--- config.mk ---
export PLATFORM = sky130hd
export DESIGN_NAME = alu_issue_flat
export DESIGN_NICKNAME = d
export VERILOG_FILES = /design/src/rtl/alu_issue_if.sv /design/src/rtl/alu_issue.sv /design/src/flat_wrapper.sv
export SDC_FILE = /design/constraint.sdc
export NUM_CORES = 1
export LEC_CHECK = 0
export BUFFER_PORTS_ARGS = -buffer_cell sky130_fd_sc_hd__buf_4
export CORE_MARGIN = 3
export CORE_UTILIZATION = 50
export DETAILED_ROUTE_END_ITERATION = 16
export GPL_TIMING_DRIVEN = 0
export PLACE_DENSITY = 0.8
export SLEW_MARGIN = 20
export SYNTH_ARGS = -nofsm -noshare
export SYNTH_HDL_FRONTEND = slang
export SYNTH_SLANG_ARGS = --single-unit
--- constraint.sdc ---
create_clock -name clk -period 3.3 [get_ports clk]
set_clock_uncertainty 0.05 [all_clocks]
set_input_delay 0.495 -clock clk [delete_from_list [all_inputs] [get_ports clk]]
set_output_delay 0.495 -clock clk [all_outputs]
set_load 0.02 [all_outputs]
--- src/rtl/alu_issue_if.sv ---
// rtl/alu_issue_if.sv - upstream bundle and issued-operand handshake bundle for alu_issue
// slave is the issue register's view; master is the upstream/ALU side.
interface alu_issue_if #(
  parameter int DATA_WIDTH   = 32,
  parameter int ALU_OP_WIDTH = 3
);
  logic                    in_valid;
  logic                    in_ready;
  logic [31:0]             in_inst;
  logic [DATA_WIDTH-1:0]   in_pc;
  logic [DATA_WIDTH-1:0]   in_rs1;
  logic [DATA_WIDTH-1:0]   in_rs2;
  logic                    out_valid;
  logic                    out_ready;
  logic [DATA_WIDTH-1:0]   src1;
  logic [DATA_WIDTH-1:0]   src2;
  logic [ALU_OP_WIDTH-1:0] alu_op;
  logic [4:0]              rd;
  logic                    wen;
  logic                    illegal;

  modport slave (
    input  in_valid, in_inst, in_pc, in_rs1, in_rs2, out_ready,
    output in_ready, out_valid, src1, src2, alu_op, rd, wen, illegal
  );

  modport master (
    output in_valid, in_inst, in_pc, in_rs1, in_rs2, out_ready,
    input  in_ready, out_valid, src1, src2, alu_op, rd, wen, illegal
  );
endinterface

--- src/rtl/alu_issue.sv ---
// rtl/alu_issue.sv - execute-stage issue register with decode and two-entry skid buffer
// Decode happens before storage so both entries hold ready-to-use ALU fields.
module alu_issue #(
  parameter int DATA_WIDTH   = 32,
  parameter int ALU_OP_WIDTH = 3
) (
  input  logic        clk,
  input  logic        rst_n,
  alu_issue_if.slave  bus
);

  localparam logic [ALU_OP_WIDTH-1:0] OP_ADD  = ALU_OP_WIDTH'(3'b000);
  localparam logic [ALU_OP_WIDTH-1:0] OP_SUB  = ALU_OP_WIDTH'(3'b101);
  localparam logic [ALU_OP_WIDTH-1:0] OP_SLT  = ALU_OP_WIDTH'(3'b010);
  localparam logic [ALU_OP_WIDTH-1:0] OP_SLTU = ALU_OP_WIDTH'(3'b011);
  localparam logic [ALU_OP_WIDTH-1:0] OP_XOR  = ALU_OP_WIDTH'(3'b100);
  localparam logic [ALU_OP_WIDTH-1:0] OP_OR   = ALU_OP_WIDTH'(3'b110);
  localparam logic [ALU_OP_WIDTH-1:0] OP_AND  = ALU_OP_WIDTH'(3'b111);

  typedef struct packed {
    logic [DATA_WIDTH-1:0]   src1;
    logic [DATA_WIDTH-1:0]   src2;
    logic [ALU_OP_WIDTH-1:0] alu_op;
    logic [4:0]              rd;
    logic                    wen;
    logic                    illegal;
  } entry_t;

  logic [6:0]              opcode;
  logic [2:0]              funct3;
  logic [6:0]              funct7;
  logic [DATA_WIDTH-1:0]   imm_i;
  logic [DATA_WIDTH-1:0]   imm_u;
  logic [ALU_OP_WIDTH-1:0] arith_op;
  logic                    arith_ok;
  logic                    legal;
  entry_t                  dec;

  assign opcode = bus.in_inst[6:0];
  assign funct3 = bus.in_inst[14:12];
  assign funct7 = bus.in_inst[31:25];
  assign imm_i  = DATA_WIDTH'($signed(bus.in_inst[31:20]));
  assign imm_u  = DATA_WIDTH'($signed({bus.in_inst[31:12], 12'b0}));

  // funct3 0x1/0x5 are shifts, which this ALU does not implement.
  always_comb begin
    arith_ok = 1'b1;
    arith_op = OP_ADD;
    case (funct3)
      3'b000:  arith_op = OP_ADD;
      3'b010:  arith_op = OP_SLT;
      3'b011:  arith_op = OP_SLTU;
      3'b100:  arith_op = OP_XOR;
      3'b110:  arith_op = OP_OR;
      3'b111:  arith_op = OP_AND;
      default: arith_ok = 1'b0;
    endcase
  end

  always_comb begin
    dec        = '0;
    dec.alu_op = OP_ADD;
    dec.rd     = bus.in_inst[11:7];
    legal      = 1'b0;
    case (opcode)
      7'b0110011: begin
        dec.src1 = bus.in_rs1;
        dec.src2 = bus.in_rs2;
        if (funct7 == 7'b0000000) begin
          legal      = arith_ok;
          dec.alu_op = arith_op;
        end else if (funct7 == 7'b0100000 && funct3 == 3'b000) begin
          legal      = 1'b1;
          dec.alu_op = OP_SUB;
        end
      end
      7'b0010011: begin
        dec.src1   = bus.in_rs1;
        dec.src2   = imm_i;
        legal      = arith_ok;
        dec.alu_op = arith_op;
      end
      7'b0110111: begin
        dec.src2 = imm_u;
        legal    = 1'b1;
      end
      7'b0010111: begin
        dec.src1 = bus.in_pc;
        dec.src2 = imm_u;
        legal    = 1'b1;
      end
      default: legal = 1'b0;
    endcase
    if (!legal) begin
      dec.src1   = '0;
      dec.src2   = '0;
      dec.alu_op = OP_ADD;
    end
    dec.illegal = !legal;
    dec.wen     = legal && (dec.rd != 5'd0);
  end

  entry_t main_q, main_d, skid_q, skid_d;
  logic   main_valid_q, main_valid_d, skid_valid_q, skid_valid_d;
  logic   accept, consume;

  assign accept  = bus.in_valid && !skid_valid_q;
  assign consume = main_valid_q && bus.out_ready;

  // in_ready depends only on skid occupancy, so it never sees out_ready combinationally.
  always_comb begin
    main_d       = main_q;
    skid_d       = skid_q;
    main_valid_d = main_valid_q;
    skid_valid_d = skid_valid_q;
    if (consume && skid_valid_q) begin
      main_d       = skid_q;
      skid_valid_d = 1'b0;
    end else if (accept) begin
      if (!main_valid_q || consume) begin
        main_d       = dec;
        main_valid_d = 1'b1;
      end else begin
        skid_d       = dec;
        skid_valid_d = 1'b1;
      end
    end else if (consume) begin
      main_valid_d = 1'b0;
    end
  end

  always_ff @(posedge clk or negedge rst_n) begin
    if (!rst_n) begin
      main_q       <= '0;
      skid_q       <= '0;
      main_valid_q <= 1'b0;
      skid_valid_q <= 1'b0;
    end else begin
      main_q       <= main_d;
      skid_q       <= skid_d;
      main_valid_q <= main_valid_d;
      skid_valid_q <= skid_valid_d;
    end
  end

  assign bus.in_ready  = !skid_valid_q;
  assign bus.out_valid = main_valid_q;
  assign bus.src1      = main_q.src1;
  assign bus.src2      = main_q.src2;
  assign bus.alu_op    = main_q.alu_op;
  assign bus.rd        = main_q.rd;
  assign bus.wen       = main_q.wen;
  assign bus.illegal   = main_q.illegal;

endmodule

--- src/flat_wrapper.sv ---
// flat-port wrapper written by rule: the top's interface ports become plain ports
module alu_issue_flat 
#(
  parameter int DATA_WIDTH   = 32,
  parameter int ALU_OP_WIDTH = 3
)
  (clk, rst_n, bus_in_valid, bus_in_inst, bus_in_pc, bus_in_rs1, bus_in_rs2, bus_out_ready, bus_in_ready, bus_out_valid, bus_src1, bus_src2, bus_alu_op, bus_rd, bus_wen, bus_illegal);
  alu_issue_if #(.DATA_WIDTH(DATA_WIDTH), .ALU_OP_WIDTH(ALU_OP_WIDTH)) bus_i ();
  input  logic clk;
  input  logic rst_n;
  input wire logic [$bits(bus_i.in_valid)-1:0] bus_in_valid;
  input wire logic [$bits(bus_i.in_inst)-1:0] bus_in_inst;
  input wire logic [$bits(bus_i.in_pc)-1:0] bus_in_pc;
  input wire logic [$bits(bus_i.in_rs1)-1:0] bus_in_rs1;
  input wire logic [$bits(bus_i.in_rs2)-1:0] bus_in_rs2;
  input wire logic [$bits(bus_i.out_ready)-1:0] bus_out_ready;
  output wire logic [$bits(bus_i.in_ready)-1:0] bus_in_ready;
  output wire logic [$bits(bus_i.out_valid)-1:0] bus_out_valid;
  output wire logic [$bits(bus_i.src1)-1:0] bus_src1;
  output wire logic [$bits(bus_i.src2)-1:0] bus_src2;
  output wire logic [$bits(bus_i.alu_op)-1:0] bus_alu_op;
  output wire logic [$bits(bus_i.rd)-1:0] bus_rd;
  output wire logic [$bits(bus_i.wen)-1:0] bus_wen;
  output wire logic [$bits(bus_i.illegal)-1:0] bus_illegal;
  assign bus_i.in_valid = bus_in_valid;
  assign bus_i.in_inst = bus_in_inst;
  assign bus_i.in_pc = bus_in_pc;
  assign bus_i.in_rs1 = bus_in_rs1;
  assign bus_i.in_rs2 = bus_in_rs2;
  assign bus_i.out_ready = bus_out_ready;
  assign bus_in_ready = bus_i.in_ready;
  assign bus_out_valid = bus_i.out_valid;
  assign bus_src1 = bus_i.src1;
  assign bus_src2 = bus_i.src2;
  assign bus_alu_op = bus_i.alu_op;
  assign bus_rd = bus_i.rd;
  assign bus_wen = bus_i.wen;
  assign bus_illegal = bus_i.illegal;
  alu_issue #(.DATA_WIDTH(DATA_WIDTH), .ALU_OP_WIDTH(ALU_OP_WIDTH)) u_core (.clk(clk), .rst_n(rst_n), .bus(bus_i));
endmodule
==> results of run 1 <==
final timing paths:
kind / depth (start not counted) / slack [ns] / from / end
max: 6 / 0.95 / u_core.skid_valid_q$_DFFE_PN0P_ / u_core.skid_q[0]$_DFFE_PN0P_
max in group asynchronous: 3 / 1.84 / rst_n / u_core.bus.src1[14]$_DFFE_PN0P_
min reg2reg: 2 / 0.43 / u_core.skid_q[4]$_DFFE_PN0P_ / u_core.skid_q[4]$_DFFE_PN0P_
max reg2reg: 6 / 0.95 / u_core.skid_valid_q$_DFFE_PN0P_ / u_core.skid_q[0]$_DFFE_PN0P_
min in group asynchronous: 2 / 0.53 / rst_n / u_core.bus.src2[16]$_DFFE_PN0P_
min: 3 / 0.24 / bus_in_inst[10] / u_core.skid_q[5]$_DFFE_PN0P_
routing by layer:
metal | share of wire | track usage
met2 | 0.49 | 0.464
met3 | 0.069 | 0.0502
met4 | 0.026 | 0.0953
met1 | 0.42 | 0.404
met5 | 0 | 0
power groups by stage:
stage	sequential, mW	clock, mW	combinational [mW]
floorplan	3.24	0	1.19
global placement	2.71	0	3.09
detailed placement	2.73	0	3.16
CTS	2.70	1.91	3.18
global route	2.77	1.99	3.42
finish	2.70	1.90	3.15
layout make-up:
class                      instances  area, um2  area share
clock inverter                     3       65.1     0.00670
clock buffer                      28        507      0.0522
multi-input combinational        561       3200       0.329
timing repair buffer             209       1600       0.165
buffer                            70        285      0.0294
sequential                       150       3750       0.386
inverter                          22       82.6     0.00850
tap                              180        225      0.0232
state kept, by name (all words and copies together), names as in the netlist:
register,flops
u_core.bus.rd,5
u_core.bus.wen,1
u_core.bus.src2,32
u_core.bus.out_valid,1
u_core.skid_q,74
u_core.bus.illegal,1
u_core.bus.alu_op,3
u_core.bus.src1,32
u_core.skid_valid_q,1
critical path: stages, from the launching register on:
cell and delay (ns):
dfrtp_1 0.45, nand2b_1 0.21, nor2_1 0.61, o21ai_4 0.26, inv_2 0.22, buf_2 0.30
a21oi_1 0.11
synthesized netlist by cell type (2+ instances only):
master,instances
a21oi_1,52
mux2i_1,11
a22o_1,17
a211oi_1,3
a31oi_1,25
clkbuf_1,53
a32oi_1,18
nand2b_1,18
nor2b_1,23
buf_4,2
a32o_1,18
nor4_1,2
inv_1,21
buf_1,3
nand2_1,132
or4_1,3
nand3_1,19
a211o_1,16
o31ai_1,2
buf_2,12
nor3_1,3
o21ai_0,57
dfrtp_1,150
o21a_1,17
nand3b_1,2
a2bb2oi_1,12
o211ai_1,20
nor2_1,75
cell families (layout without fill, tap and decap cells):
group           count (synthesis)  after routing  share of synthesized area
compound gates                266            266                      0.251
simple gates                  284            284                      0.171
mux                            11             11                     0.0150
buf+inv                        92            332                     0.0503
flops                         150            150                      0.513
through the flow:
step | util | instances | setup slack, ns
after CTS | 0.689 | 1223 | 1.04
after detailed placement | 0.648 | 1191 | 0.794
final | 0.689 | 1223 | 0.945
after global placement | 0.645 | 1190 | 0.767
after floorplan | - | 803 | 1.26
after global routing | 0.689 | 1223 | 0.827
timing repair:
action / in CTS / in global routing
endpoints found under the hold margin: 54 / 0
resized for setup: 0 / 0
hold buffers: 1 / 0
==> metrics.md, run 1 <==
| Metric | Value |
|---|---|
| Setup repair bufs after CTS | 0 |
| Std-Cell Core Area | 14100 um2 |
| # port buffers | 207 |
| Fillers | 1167 |
| Share of the synthesized area in the top cell type | 0.513 |
| Final period utilization | 0.714 |
| Via density | around 5.8 |
| Netlist cell types | 45 |
| Die footprint | 16100 um2 |
| Grt total ovfl | 0 |
| Die height | 127 um |
| Initial antenna violation count | 0 |
| Number of buffers created by CTS | 17 |
| VDD IR max | between 0.4 and 0.5 mV |
| Clk root buf | clkbuf_16 |
| Drt wl/cell | 19.1 um |
| Yosys Warn Count | 0 |
| Routed vias | 7119 |
| Final Cell Area | approximately 10000 um2 |
| Crit-path max FO | 10 |
| Placer Congestion | 0.901 |
| Cells after Synth | 803 |
| HPWL after DPL | 17200 um |
| RSZ-0062 raised after global routing | false |
| Final hold vios | 0 |
| Setup TNS | 0 ns |
| Max-cap viol count | 0 |
| Fmax | 0.425 GHz |
| Pin count of the biggest net entering global routing | 97 |
| Setup crit start kind | register |
| Gate power share | 0.406 |
| Main synth FF type | dfrtp_1 |
| Post-Route WL | 23300 um |
| Synth Net Count | between 900 and 1k |
| Cell-internal power | 4.80 mW |
| TritonCTS Sinks | 150 |
| IO Pins | 208 |
| Share of flip-flops with an asynchronous set or reset | 1.00 |
| P per Cell Area | between 700 and 800 nW/um2 |
| Worst-Skew Late Latency | 0.42 ns |
| Final ANT Viol Nets | 0 |
| Sequential power share | 0.349 |
| Synth Cell Area | 7320 um2 |
| Worst setup path class | register to register |
| Row count | 43 |
| Status | complete, no violations |
| Global-route wire length before repair | approximately 37000 um |
| Max Root-Sink Buffers | 2 |
| Worst Max-Slew Pin Slew | 0.782 ns |
| Top post-synthesis cells by area | dfrtp_1 (51%), nand2_1 (6.8%), o21ai_0 (3.9%) |
| Nets | about 1.2k |
| Placed cell area | approximately 9100 um2 |
| Vias in the first global route | 6804 |
| Sw Share | 0.380 |
| Psw | just under 3 mW |
| Initial DRC count | 711 |
| Min Tclk post-route | approximately 2.4 ns |
| Initial core utilization | 0.519 |
| Critical Path AT | ~2.6 ns |
| Post-Syn Area per Cell | 9.11 um2 |
| Worst hold slack | 0.239 ns |
| Final setup fails | 0 |
| WP data required | around 3.5 ns |
| Leak | between 4 and 5 nW |
| Clk pwr share | 0.245 |
| Detailed-route DRC error count | 0 |
| Register area share after synthesis | 0.513 |
| Pre-antenna DRT Iters | 5 |
| Total power | roughly 7.8 mW |
| Area leader, netlist | dfrtp_1 |
| H-tree depth | 4 |
| Layout cells sized above 1 | 0.243 |
| Chip width | about 130 um |
| Rel. slew slack | 0.477 |
| CTS tree | yes |
| Commonest non-fill, non-tap cells in the layout | buf_4 (208), dfrtp_1 (150), nand2_1 (132), nor2_1 (75), clkbuf_1 (60) |
| CP Capture Type | register |
| Slew Limit Fails | 0 |
| Register bit total from synthesis | 150 |
| GRT Util Overall | 0.290 |
| N_diodes | 0 |
| Commonest non-fill, non-tap cell in the layout | buf_4 |
| Clk slew on worst S/H paths | 0.06 ns |
| Tightest Hold Check Type | primary input to register |
| Area delta synth->final | 32.7% |
| EDFF count, synth | 0 |
(Power assumes the default switching activity.)
==> run 2, diff against run 1 <==
--- a/config.mk
+++ b/config.mk
@@ -7,10 +7,10 @@
 export LEC_CHECK = 0
 export BUFFER_PORTS_ARGS = -buffer_cell sky130_fd_sc_hd__buf_4
 export CORE_MARGIN = 3
-export CORE_UTILIZATION = 50
+export CORE_UTILIZATION = 47
 export DETAILED_ROUTE_END_ITERATION = 16
 export GPL_TIMING_DRIVEN = 0
-export PLACE_DENSITY = 0.8
+export PLACE_DENSITY = 0.79
 export SLEW_MARGIN = 20
 export SYNTH_ARGS = -nofsm -noshare
 export SYNTH_HDL_FRONTEND = slang
==> constraint.sdc (replaced) <==
create_clock -name clk -period 1.9 [get_ports clk]
set_clock_uncertainty 0.05 [all_clocks]
set_input_delay 0.285 -clock clk [delete_from_list [all_inputs] [get_ports clk]]
set_output_delay 0.285 -clock clk [all_outputs]
set_load 0.02 [all_outputs]
==> run 2 against run 1 <==
Sequential power rose by 74%. Clock power up 72%. Sequential cell count is the same. Non-clock buffer count increased by 2. Largest cell class unchanged. Setup slack got worse by 0.92 ns. Largest power group unchanged. Maximum frequency up 26%. Routed wire length is 2.6% higher. Combinational power rose by 78%. Die area increased by 6.1%. Via count grew 1.1%. Hold slack worse by 0.22 ns. Highest routed layer unchanged.
==> metrics.md, run 2 (synthesis results as in run 1) <==
| Metric | Value |
|---|---|
| Drt wl/cell | 19.5 um |
| # port buffers | approximately 210 |
| Crit-path max cell delay | 0.46 ns |
| CTS tree | yes |
| Gate power share | 0.413 |
| Worst setup path class | register to register |
| Final ANT Viol Nets | 0 |
| Max-cap viol count | 0 |
| Post-Route WL | 23900 um |
| Die height | 131 um |
| Clk slew on worst S/H paths | 0.06 ns |
| Clk pwr share | 0.240 |
| Worst-Skew Late Latency | around 0.43 ns |
| Worst hold endpoint | u_core.skid_q[4]$_DFFE_PN0P_ |
| Tightest Hold Check Type | primary input to register |
| N_diodes | 0 |
| Final hold vios | 0 |
| Clk root buf | clkbuf_16 |
| CP Capture Type | register |
| IO Pins | around 210 |
| Row count | 44 |
| Setup TNS | 0 ns |
| Cell-internal power | approximately 8.4 mW |
| WP data required | 2.20 ns |
| Number of buffers created by CTS | 17 |
| TritonCTS Sinks | 150 |
| Worst hold stages | 3 |
| Chip width | ~130 um |
| Std-Cell Core Area | 14900 um2 |
| FF-to-FF Start | u_core.bus.out_valid$_DFFE_PN0P_ |
| Flop2flop setup slack | 0.03 ns |
| Nets | 1165 |
| Initial DRC count | 689 |
| HPWL after DPL | 17500 um |
| VDD IR max | about 0.9 mV |
| Final setup fails | 0 |
| GRT Util Overall | 0.280 |
| Status | complete, no violations |
| Detailed-route DRC error count | 0 |
| Critical Path AT | 2.17 ns |
| Initial core utilization | 0.492 |
| Final period utilization | 0.985 |
| R2R cell count | 5 |
| Global-route wire length before repair | 36500 um |
| Fmax | 0.534 GHz |
| Pre-CTS WS | -0.412 ns |
| Psw | slightly above 5 mW |
| Sequential power share | 0.347 |
| Hold_sp | bus_in_inst[9] |
| Sw Share | 0.381 |
| Initial antenna violation count | 0 |
| Placer Congestion | roughly 0.94 |
| Crit-path max FO | 10 |
| Vias in the first global route | 6998 |
| Slowest-stage cell, CP | dfrtp_2 |
| Setup crit start kind | register |
| Grt total ovfl | 0 |
| Worst Max-Slew Pin Slew | between 0.6 and 0.7 ns |
| Layout cells sized above 1 | 0.282 |
| Commonest non-fill, non-tap cell in the layout | buf_4 |
| H-tree depth | 4 |
| Area delta synth->final | 34.2% |
| Via density | ~5.9 |
| Max reg flops | 74 |
| P per Cell Area | 1380 nW/um2 |
| Slack of the critical path | approximately 0.029 ns |
| Final Util | 0.661 |
| Die footprint | about 17000 um2 |
| Top reg by flops | u_core.skid_q |
| Min Tclk post-route | 1.87 ns |
| Rel. slew slack | 0.586 |
| Pre-antenna DRT Iters | 5 |
| Max Root-Sink Buffers | 2 |
| Pin count of the biggest net entering global routing | 101 |
| R2r endpoint | u_core.bus.src2[15]$_DFFE_PN0P_ |
| Crit path cell chain | and3_4 > nor3_1 > o21ai_2 > or4_1 > a31oi_1 |
| Commonest non-fill, non-tap cells in the layout | buf_4 (213), dfrtp_1 (148), nand2_1 (132), nor2_1 (74), o21ai_0 (57) |
| Routed vias | 7197 |
| Slew Limit Fails | 0 |
| Leak | approximately 4.5 nW |
==> run 2: cell types whose count changed in the layout (fill, tap and decap cells not counted), moves of 2 or more <==
cell / delta
dfrtp_1: -2
clkbuf_4: +5
clkbuf_8: +3
buf_4: +5
clkbuf_2: +21
clkbuf_1: -33
dfrtp_2: +2
buf_1: -2
==> run 2: critical path: cells and delay by family (launching register included) <==
kind	cells	cell delay, ns
AOI/OAI and AO/OA	2	0.35
DFF	1	0.46
and+or+nand+nor	3	0.92
==> run 2: final cells by class <==
type	instances	area, um2
Sequential cell	150	3760
Tap cell	184	230
Multi-Input combinational cell	561	3230
Fill cell	1262	5040
Clock inverter	3	40.0
Inverter	22	82.6
Timing Repair Buffer	212	1620
Buffer	69	335
Clock buffer	26	529
==> run 2: what timing repair did <==
| action | 4_1_cts | 5_1_grt |
|---|---|---|
| buffers inserted | 3 | 0 |
| pin swaps | 1 | 0 |
| hold buffers | 1 | 0 |
| hold endpoints to repair | 50 | 0 |
| resized for setup | 26 | 34 |
| setup endpoints to repair | 141 | 102 |
==> run 2: how the worst max path moves through the flow <==
stage	start	end	slack, ns	cells past startpoint
floorplan	u_core.bus.out_valid$_DFFE_PN0P_	u_core.bus.src2[15]$_DFFE_PN0P_	0.03	6
detailed placement	bus_in_inst[25]	u_core.bus.src2[31]$_DFFE_PN0P_	-0.41	9
global route	u_core.skid_valid_q$_DFFE_PN0P_	u_core.skid_q[19]$_DFFE_PN0P_	-0.006	5
CTS	bus_in_inst[6]	u_core.bus.src1[16]$_DFFE_PN0P_	0.005	7
finish	u_core.bus.out_valid$_DFFE_PN0P_	u_core.bus.src2[15]$_DFFE_PN0P_	0.03	5
global placement	bus_in_inst[6]	u_core.bus.src1[10]$_DFFE_PN0P_	-0.44	7
==> run 2: per-layer routing <==
layer  vias to the layer above  GRT usage  wire length [um]
li1                       3313          -                 -
met1                      3501      0.368              9640
met2                       339      0.452             11800
met3                        44     0.0622              1860
met4                         0      0.113               607
met5                         -          0                 0
==> run 2: per-stage QoR <==
stage / cells / cell area (um2) / hold WS [ns] / power (mW)
final: 1227 / 9820 / 0.0201 / 13.6
after global routing: 1227 / 9820 / 0.0237 / 14.3
after CTS: 1227 / 9780 / 0.0132 / 13.6
after detailed placement: 1195 / 9140 / 0.170 / 10.2
after global placement: 1194 / 9100 / 0.407 / 10.1
after floorplan: 803 / 7320 / -0.0606 / 7.71
==> run 2: power by group through the flow <==
stage                     clock network, mW  logic (mW)  registers [mW]
after floorplan                           0        2.07            5.64
after global placement                    0        5.38            4.70
after detailed placement                  0        5.49            4.73
after CTS                              3.28        5.59            4.68
after global routing                   3.41        6.05            4.81
final                                  3.26        5.60            4.70
==> run 3, diff against run 2 <==
--- a/config.mk
+++ b/config.mk
@@ -7,11 +7,13 @@
 export LEC_CHECK = 0
 export BUFFER_PORTS_ARGS = -buffer_cell sky130_fd_sc_hd__buf_4
 export CORE_MARGIN = 3
-export CORE_UTILIZATION = 47
+export CORE_UTILIZATION = 49
+export CTS_BUF_LIST = sky130_fd_sc_hd__clkbuf_2
 export DETAILED_ROUTE_END_ITERATION = 16
 export GPL_TIMING_DRIVEN = 0
-export PLACE_DENSITY = 0.79
+export PLACE_DENSITY = 0.82
 export SLEW_MARGIN = 20
 export SYNTH_ARGS = -nofsm -noshare
 export SYNTH_HDL_FRONTEND = slang
 export SYNTH_SLANG_ARGS = --single-unit
+export TNS_END_PERCENT = 100
==> constraint.sdc (replaced) <==
create_clock -name clk -period 1.9 [get_ports clk]
set_clock_uncertainty 0.05 [all_clocks]
set_input_delay 0.38 -clock clk [delete_from_list [all_inputs] [get_ports clk]]
set_output_delay 0.38 -clock clk [all_outputs]
set_load 0.02 [all_outputs]
==> run 3 against run 2 <==
Utilization up 4.4 points. Maximum frequency is essentially flat. Sequential share of layout area fell by 1.7 points. Routed wire length up 4.0%. Largest cell class unchanged. Critical path depth shrank 3. Setup slack hardly changed. Sequential power about the same. Global-route usage increased by 2.2 points. Via count grew 4.9%. Sequential cell count unchanged.
==> metrics.md, run 3 (synthesis results as in run 1) <==
| Metric | Value |
|---|---|
| Min Tclk post-route | about 1.9 ns |
| Number of buffers created by CTS | 17 |
| Chip width | roughly 130 um |
| Std-Cell Core Area | approximately 15000 um2 |
| Setup TNS | 0 ns |
| Die footprint | between 15000 and 20000 um2 |
| WP buf/inv | 2 |
| Final hold vios | 0 |
| WP data required | roughly 1.5 ns |
| Post-Route WL | 24900 um |
| Slew Limit Fails | 0 |
| Final ANT Viol Nets | 0 |
| CP Capture Type | output port |
| Commonest non-fill, non-tap cell in the layout | buf_4 |
| IO Pins | 208 |
| Area delta synth->final | 40.5% |
| Final Cell Area | 10300 um2 |
| Global-route wire length before repair | 38700 um |
| Initial core utilization | 0.502 |
| Slowest-stage cell, CP | dfrtp_2 |
| Final period utilization | 0.985 |
| Tightest Hold Check Type | primary input to register |
| Crit path cell chain | inv_2 > buf_6 |
| Max reg flops | 74 |
| VDD IR max | 0.856 mV |
| Drt wl/cell | about 19 um |
| Placed cell area | 9140 um2 |
| Fmax | 0.535 GHz |
| H-tree depth | 4 |
| Nets | 1242 |
| Rel. slew slack | 0.573 |
| Clk root buf | clkbuf_2 |
| # port buffers | 207 |
| Final Util | 0.705 |
| Detailed-route DRC error count | 0 |
| Worst-Skew Late Latency | 0.74 ns |
| Worst Max-Slew Pin Slew | 0.640 ns |
| Layout cells sized above 1 | 0.264 |
| Row count | 44 |
| Pre-CTS WS | -0.508 ns |
| Initial DRC count | 804 |
| Pre-antenna DRT Iters | 5 |
| Status | complete, no violations |
| P per Cell Area | 1210 nW/um2 |
| Vias in the first global route | 7402 |
| CTS tree | yes |
| Critical path's top delay family | flip-flops |
| Max Root-Sink Buffers | 2 |
| Crit-path max FO | 7 |
| TritonCTS Sinks | 150 |
| Via density | 5.77 |
| GRT Util Overall | 0.301 |
| Final setup fails | 0 |
| Initial antenna violation count | 1 |
| Placer Congestion | 0.947 |
| RSZ-0062 raised after global routing | true |
| HPWL after DPL | 17100 um |
| Grt total ovfl | 0 |
| Crit-path max cell delay | 0.50 ns |
| Placed insts | 1195 |
| Worst setup path class | register to output port |
| Routed vias | around 7.6k |
| Pin count of the biggest net entering global routing | 77 |
| Commonest non-fill, non-tap cells in the layout | buf_4 (218), dfrtp_1 (148), nand2_1 (132), nor2_1 (74), dlygate4sd3_1 (74) |
| Non-Filler Instances | 1308 |
| Leak | approximately 4.7 nW |
| Top reg by flops | u_core.skid_q |
| Die height | 128 um |
| Setup crit start kind | register |
| Max-cap viol count | 0 |
| Clk slew on worst S/H paths | 0.20 ns |
| Slack of the critical path | roughly 0.029 ns |
| Critical Path AT | 1.44 ns |
run 3: changes by cell type in the layout (fill, tap and decap cells not counted), sizes merged, moves of 2 or more:
cell,before,now
dlygate4sd3,1,74
bufinv,1,4
clkinv,2,5
buf,229,231
clkbuf,77,75
run 3: path summary, 6_finish.rpt:
kind	end	depth (start not counted)	from	slack [ns]
setup / recovery	bus_in_ready	2	u_core.skid_valid_q$_DFFE_PN0P_	0.03
setup reg to reg	u_core.bus.src2[15]$_DFFE_PN0P_	5	u_core.bus.out_valid$_DFFE_PN0P_	0.08
hold reg to reg	u_core.skid_q[2]$_DFFE_PN0P_	2	u_core.skid_q[2]$_DFFE_PN0P_	0.45
max in group asynchronous	u_core.skid_q[14]$_DFFE_PN0P_	3	rst_n	0.89
hold / removal	u_core.skid_q[67]$_DFFE_PN0P_	4	bus_in_pc[25]	0.04
min in group asynchronous	u_core.bus.src2[22]$_DFFE_PN0P_	2	rst_n	0.12
run 3: power breakdown:
group | switching (mW) | internal, mW
Clock | 1.12 | 0.882
Sequential | 0.567 | 4.12
Combinational | 3.42 | 2.37
Total | 5.11 | 7.38
run 3: final cells by class:
cell class,instances,area [um2]
Fill cell,1121,4310
Sequential cell,150,3760
Multi-Input combinational cell,561,3220
Timing Repair Buffer,289,2390
Buffer,69,342
Tap cell,184,230
Clock inverter,10,154
Clock buffer,22,110
Inverter,22,82.6
Antenna cell,1,2.50
run 3: per-stage QoR:
step                      hold slack (ns)  total power, mW
final                              0.0436             12.5
after floorplan                    0.0344             7.71
after global routing               0.0379             13.2
after CTS                         0.00122             12.4
after detailed placement            0.336             10.2
after global placement              0.407             10.1
run 3: what timing repair did:
action / in CTS / in global routing
endpoints found under the hold margin: 184 / 0
buffers inserted: 5 / 2
hold buffers: 74 / 0
setup endpoints to repair: 141 / 106
gates resized for setup: 29 / 27
pin swaps: 1 / 2
run 3: worst register-to-register path: stages (launching register included):
cell and delay, ns:
dfrtp_2 0.49, and3_4 0.24, nor3_2 0.22, o21ai_2 0.14, or4_1 0.45, a31oi_1 0.17
run 3: layer usage:
layer / track usage / wire length, um
met5: 0 / 0
met4: 0.142 / 1070
met3: 0.0613 / 2160
met2: 0.473 / 11800
met1: 0.402 / 9890
